## config.mk

```make
export PLATFORM = sky130hd
export DESIGN_NAME = boot_loader_ctrl
export DESIGN_NICKNAME = d
export VERILOG_FILES = /design/src/rtl/boot_loader_ctrl_pkg.sv /design/src/rtl/boot_loader_ctrl_word_packer.sv /design/src/rtl/boot_loader_ctrl.sv
export SDC_FILE = /design/constraint.sdc
export NUM_CORES = 1
export LEC_CHECK = 0
export CORE_UTILIZATION = 51
export CTS_CLUSTER_DIAMETER = 80
export CTS_CLUSTER_SIZE = 8
export DETAILED_ROUTE_END_ITERATION = 7
export PLACE_DENSITY_LB_ADDON = 0.05
export SYNTH_ARGS = -nofsm -noshare
export SYNTH_HDL_FRONTEND = slang
export SYNTH_SLANG_ARGS = --single-unit
```

## constraint.sdc

```tcl
create_clock -name clk -period 2.74 [get_ports clk]
set_input_delay 0.274 -clock clk [delete_from_list [all_inputs] [get_ports clk]]
set_output_delay 0.274 -clock clk [all_outputs]
set_load 0.1 [all_outputs]
```

## src/rtl/boot_loader_ctrl_pkg.sv

```systemverilog
// Shared definitions for the boot loader: word width, frame constants,
// FSM state encoding and the checksum helper.
package boot_loader_ctrl_pkg;

  localparam int WORD_W    = 32;
  localparam int HDR_BYTES = 2;
  localparam int CSUM_W    = 8;

  typedef enum logic [2:0] {
    ST_LEN_LO = 3'd0,
    ST_LEN_HI = 3'd1,
    ST_DATA   = 3'd2,
    ST_CSUM   = 3'd3,
    ST_DONE   = 3'd4,
    ST_RUN    = 3'd5,
    ST_ERROR  = 3'd6
  } state_t;

  // Payload checksum is a plain modulo-256 byte sum.
  function automatic logic [CSUM_W-1:0] csum_add(input logic [CSUM_W-1:0] acc,
                                                 input logic [7:0]        b);
    return acc + b;
  endfunction

endpackage

```

## src/rtl/boot_loader_ctrl_word_packer.sv

```systemverilog
// Packs a little-endian byte stream into 32-bit words; the completed word is
// presented combinationally alongside the fourth byte.
module word_packer
  import boot_loader_ctrl_pkg::*;
(
  input  logic              clk,
  input  logic              rst,
  input  logic              clear,
  input  logic              push,
  input  logic [7:0]        data,
  output logic              word_done,
  output logic [WORD_W-1:0] word
);

  logic [1:0]          lane_r;
  logic [WORD_W-9:0]   low_r;

  // Lane counter and the three lower byte lanes of the word in progress.
  always_ff @(posedge clk) begin
    if (rst || clear) begin
      lane_r <= 2'd0;
      low_r  <= '0;
    end else if (push) begin
      lane_r <= lane_r + 2'd1;
      case (lane_r)
        2'd0:    low_r[7:0]   <= data;
        2'd1:    low_r[15:8]  <= data;
        2'd2:    low_r[23:16] <= data;
        default: low_r        <= low_r;
      endcase
    end else begin
      lane_r <= lane_r;
      low_r  <= low_r;
    end
  end

  assign word_done = push && (lane_r == 2'd3);
  assign word      = {data, low_r};

endmodule

```

## src/rtl/boot_loader_ctrl.sv

```systemverilog
// Program-load controller: frames UART bytes as length/payload/checksum, writes
// instruction memory and holds the CPU until a verified image is in place.
module boot_loader_ctrl
  import boot_loader_ctrl_pkg::*;
#(
  parameter int XLEN    = WORD_W,
  parameter int ADDR_W  = 16,
  parameter int DEPTH   = 4096,
  parameter int TIMEOUT = 50000
) (
  input  logic              clk,
  input  logic              rst,
  input  logic              byte_valid,
  input  logic [7:0]        byte_data,
  input  logic              boot_req,
  output logic              imem_we,
  output logic [ADDR_W-1:0] imem_addr,
  output logic [XLEN-1:0]   imem_wdata,
  output logic              cpu_hold,
  output logic              load_done,
  output logic              load_err,
  output logic [15:0]       words_loaded
);

  localparam int            TW        = (TIMEOUT > 2) ? $clog2(TIMEOUT) : 1;
  localparam logic [TW-1:0] IDLE_LAST = TW'(TIMEOUT - 1);
  localparam logic [16:0]   DEPTH_MAX = 17'(DEPTH);

  state_t              state_r, state_s;
  logic [7:0]          len_lo_r;
  logic [15:0]         len_r, len_s;
  logic [ADDR_W-1:0]   index_r;
  logic [CSUM_W-1:0]   csum_r;
  logic [15:0]         words_loaded_r;
  logic [TW-1:0]       idle_r;
  logic                timed_s, timeout_s, start_s, push_s, word_done_s, last_word_s;
  logic [WORD_W-1:0]   word_s;
  logic                imem_we_r, cpu_hold_r, load_done_r, load_err_r;
  logic [ADDR_W-1:0]   imem_addr_r;
  logic [XLEN-1:0]     imem_wdata_r;

  assign len_s       = {byte_data, len_lo_r};
  assign timed_s     = (state_r == ST_LEN_HI) || (state_r == ST_DATA) || (state_r == ST_CSUM);
  assign timeout_s   = timed_s && !byte_valid && (idle_r == IDLE_LAST);
  assign start_s     = byte_valid && (state_r == ST_LEN_HI);
  assign push_s      = byte_valid && (state_r == ST_DATA);
  assign last_word_s = word_done_s && (words_loaded_r == len_r - 16'd1);

  word_packer u_packer (
    .clk       (clk),
    .rst       (rst),
    .clear     (start_s),
    .push      (push_s),
    .data      (byte_data),
    .word_done (word_done_s),
    .word      (word_s)
  );

  // State register.
  always_ff @(posedge clk) begin
    if (rst) state_r <= ST_LEN_LO;
    else     state_r <= state_s;
  end

  // Next-state logic; a byte arriving on the timeout cycle wins over the timeout.
  always_comb begin
    state_s = state_r;
    case (state_r)
      ST_LEN_LO: begin
        if (byte_valid) state_s = ST_LEN_HI;
        else            state_s = state_r;
      end
      ST_LEN_HI: begin
        if (byte_valid) begin
          if ({1'b0, len_s} > DEPTH_MAX) state_s = ST_ERROR;
          else if (len_s == 16'd0)       state_s = ST_CSUM;
          else                           state_s = ST_DATA;
        end else if (timeout_s) state_s = ST_ERROR;
        else                    state_s = state_r;
      end
      ST_DATA: begin
        if (last_word_s)    state_s = ST_CSUM;
        else if (timeout_s) state_s = ST_ERROR;
        else                state_s = state_r;
      end
      ST_CSUM: begin
        if (byte_valid)     state_s = (byte_data == csum_r) ? ST_DONE : ST_ERROR;
        else if (timeout_s) state_s = ST_ERROR;
        else                state_s = state_r;
      end
      ST_DONE: state_s = ST_RUN;
      ST_RUN, ST_ERROR: begin
        if (boot_req) state_s = ST_LEN_LO;
        else          state_s = state_r;
      end
      default: state_s = ST_LEN_LO;
    endcase
  end

  // Length latch, write index, checksum accumulator and word count.
  always_ff @(posedge clk) begin
    if (rst) begin
      len_lo_r       <= 8'd0;
      len_r          <= 16'd0;
      index_r        <= '0;
      csum_r         <= '0;
      words_loaded_r <= 16'd0;
    end else if (start_s) begin
      len_r          <= len_s;
      index_r        <= '0;
      csum_r         <= '0;
      words_loaded_r <= 16'd0;
    end else if (push_s) begin
      csum_r <= csum_add(csum_r, byte_data);
      if (word_done_s) begin
        index_r        <= index_r + ADDR_W'(1);
        words_loaded_r <= words_loaded_r + 16'd1;
      end
    end else if (byte_valid && (state_r == ST_LEN_LO)) begin
      len_lo_r <= byte_data;
    end
  end

  // Inter-byte idle counter, live only while a frame is in progress.
  always_ff @(posedge clk) begin
    if (rst || byte_valid || !timed_s) idle_r <= '0;
    else if (idle_r != IDLE_LAST)      idle_r <= idle_r + TW'(1);
    else                               idle_r <= idle_r;
  end

  // Registered outputs, derived from the state being entered.
  always_ff @(posedge clk) begin
    if (rst) begin
      imem_we_r    <= 1'b0;
      imem_addr_r  <= '0;
      imem_wdata_r <= '0;
      cpu_hold_r   <= 1'b1;
      load_done_r  <= 1'b0;
      load_err_r   <= 1'b0;
    end else begin
      imem_we_r <= word_done_s;
      if (word_done_s) begin
        imem_addr_r  <= index_r;
        imem_wdata_r <= word_s;
      end
      cpu_hold_r  <= (state_s != ST_RUN);
      load_done_r <= (state_s == ST_DONE);
      load_err_r  <= (state_s == ST_ERROR);
    end
  end

  assign imem_we      = imem_we_r;
  assign imem_addr    = imem_addr_r;
  assign imem_wdata   = imem_wdata_r;
  assign cpu_hold     = cpu_hold_r;
  assign load_done    = load_done_r;
  assign load_err     = load_err_r;
  assign words_loaded = words_loaded_r;

endmodule

```

==> run metrics <==
first-pass GRT wire length=27.37 mm; I/O pin cnt=80; Mapped Nets=896; CTS Buf Count=17; max_slew headroom=52.71%; ANT nets after route=0; Core Area=13300 um^2; Worst path max stage delay=0.54 ns; Routed WL per cell=14.29 um; fillers=1196; port buffer count=79; Worst-Skew Late Latency=0.42 ns; sw power=1.228 mW; Layout area overhead=21.65%; initial antenna violation count=0; critical path's slowest cell=or4_4; synthesized area=7003 um^2; fin crit share=96.11%; Critical Path Source Type=flip-flop; final worst setup slack=0.1067 ns; Critical Path Most Common Cell=or4_4; DR vias=6142; number of DRC markers in iteration 0=364; main flop type after synthesis=dfxtp_1; Clock Skews=0.005792 ns; PwrDens=627.2 nW/um^2; Pleak=3.071 nW; crit-path cells=or4_4 -> or4_4 -> or4_4 -> a2111oi_4 -> a41oi_2 -> and3_1; maximum number of pins on one net before global-route repair=51; drt total wl=16.17 mm; top cell type's share of synthesized area=46.02%; hold crit path type=in -> reg; vias per cell=5.426; Mean Syn Cell Area=8.068 um^2; fraction of layout cells with a size suffix above 1=14.85%; DRC=0; Fin Hold WS=0.3818 ns; number of detailed-route iterations in the first pass=5; vias in the first global route=5811; Final HPWL DP=11.29 mm; Logic pwr share=7.1%; CP Data Required Time=3.05 ns; worst slew pin tran=0.7093 ns; DIE AREA=14200 um^2; synth cell count leaders=207 x nand2_1, 161 x dfxtp_1, 121 x a21oi_1, 55 x nor2_1, 44 x nand3_1; CTS tree=done; worst vdd ir=408.6 uV; Post-synth ARST share=0%; H-tree levels=4; cell type with the largest total area after synthesis=dfxtp_1; max-slew violations=0; setup TNS=0 ns; postcts setup bufs=0; CP Max Fanout=7; diode count=0; Starting Density=52.67%; Root Driver=clkbuf_16; GR Overflow Total=0; most numerous cell in the Yosys netlist=nand2_1; critical path capture point type=flip-flop; DP Worst Slack=0.09053 ns; WP data arrival=2.95 ns; placer congestion estimate=0.8197; outcome=completed; RSZ-0062 raised after global routing=no; Die Height=119.2 um; clock network fraction of total power=47.8%; Flop pwr share=45.1%; sequential share of the synthesized area=46.02%; switching share of total power=22.99%; CTS max path bufs=2; Cell Int Power=4.115 mW; Achievable Freq=379.7 MHz; synth unique cells=53; Net count, final=971; yosys synthesis warning count=0; GRT Overall Usage=23.96%; Worst-path clk slew=0.06 ns; Final Hold Viols=0; post-route minimum period=2.633 ns; synth top area cells=dfxtp_1 46%, nand2_1 11%, a21oi_1 8.6%; Clock Sinks=161; num rows=42; critical path type=reg -> reg; Mapped Cells=868; Setup Viol. Count Final=0; Post-synth EDFFs=0; synthesized flop and latch total=161; Max-cap violations=0; Die W=119.2 um
power by group through the flow:
| stage | registers (mW) | clock network, mW | logic [mW] |
|---|---|---|---|
| floorplan | 2.46 | 0 | 0.259 |
| global placement | 2.46 | 0 | 0.368 |
| detailed placement | 2.46 | 0 | 0.377 |
| CTS | 2.41 | 2.61 | 0.380 |
| global route | 2.41 | 2.69 | 0.417 |
| finish | 2.41 | 2.55 | 0.380 |
cell type report:
class / instances / area, um^2 / share of cell area (%)
inverter: 16 / 60.06 / 0.7049
clock buffer: 20 / 466.7 / 5.478
tap: 176 / 220.2 / 2.585
clock inverter: 12 / 180.2 / 2.115
timing repair buffer: 104 / 803.3 / 9.429
multi-input combinational: 643 / 3565 / 41.84
sequential: 161 / 3224 / 37.85
worst max-delay path: cells and delay by family (launching register included):
kind             cells  cell delay, ns
flip-flops           1            0.35
AO/OA/AOI/OAI        2            0.51
AND/OR/NAND/NOR      4            1.67
layer usage:
metal  global-route usage, %  vias to the layer above  wire length, um
li1                        -                     3117                -
met2                   39.03                      117             7919
met5                       0                        -                0
met1                   30.97                     2895             7482
met3                   4.598                       13              601
met4                   10.05                        0              170
path summary, 6_finish.rpt:
check	from	endpoint	slack, ns	cells after the start
max	len_r[6]	load_done	0.11	6
min	rst	imem_we	0.38	2
max reg2reg	len_r[6]	load_done	0.11	6
min reg2reg	imem_wdata[0]	imem_wdata[0]	0.45	2
state kept, by name (all words and copies together) (netlist names), 2 cells and up:
signal           cells
csum_r               8
idle_r              16
imem_addr           16
imem_wdata          32
index_r             16
len_lo_r             8
len_r               16
state_r              3
u_packer.lane_r      2
u_packer.low_r      24
words_loaded        16
timing repair:
action | 4_1_cts | 5_1_grt
hold endpoints to repair | 0 | 0
hold buffers | 0 | 0
gates resized for setup | 0 | 1
endpoints found under the setup margin | 0 | 1
cells in the final DEF, fill, tap and decap left out, types with 4 or more instances in the layout:
cell | netlist | layout
nand3b_1 | 5 | 5
dfxtp_1 | 161 | 160
inv_1 | 15 | 15
o21a_1 | 4 | 4
and3_1 | 9 | 9
o21ai_1 | 5 | 5
nand4_1 | 13 | 13
buf_4 | 0 | 93
o21ai_0 | 11 | 11
ha_1 | 15 | 15
nor3_1 | 7 | 7
or3_1 | 17 | 17
bufinv_16 | 0 | 4
clkdlybuf4s50_1 | 0 | 10
a21oi_1 | 121 | 121
xnor2_1 | 27 | 27
nor4_1 | 9 | 9
clkinvlp_4 | 0 | 5
or4b_1 | 4 | 4
clkbuf_16 | 0 | 17
nand3_1 | 44 | 44
nand2_1 | 207 | 206
xor2_1 | 33 | 33
nor2_1 | 55 | 55
and4_1 | 4 | 4
per-stage QoR:
step	area, um^2	util, %	instances	power, mW
6_report	8519	64.08	1132	5.343
5_1_grt	8519	64.08	1132	5.522
4_1_cts	8518	64.07	1132	5.394
3_5_place_dp	7871	59.20	1100	2.836
3_3_place_gp	7871	59.20	1100	2.825
2_1_floorplan	7023	-	868	2.715
cell families after synthesis:
group                    share of synthesized area (%)
AO/OA/AOI/OAI                                    13.24
XOR/XNOR                                         7.504
adder cells (fa/ha/maj)                          3.109
buffers and inverters                            3.662
flip-flops                                       46.02
multiplexers                                    0.1429
AND/OR/NAND/NOR                                  26.32
(Power assumes the default switching activity.)
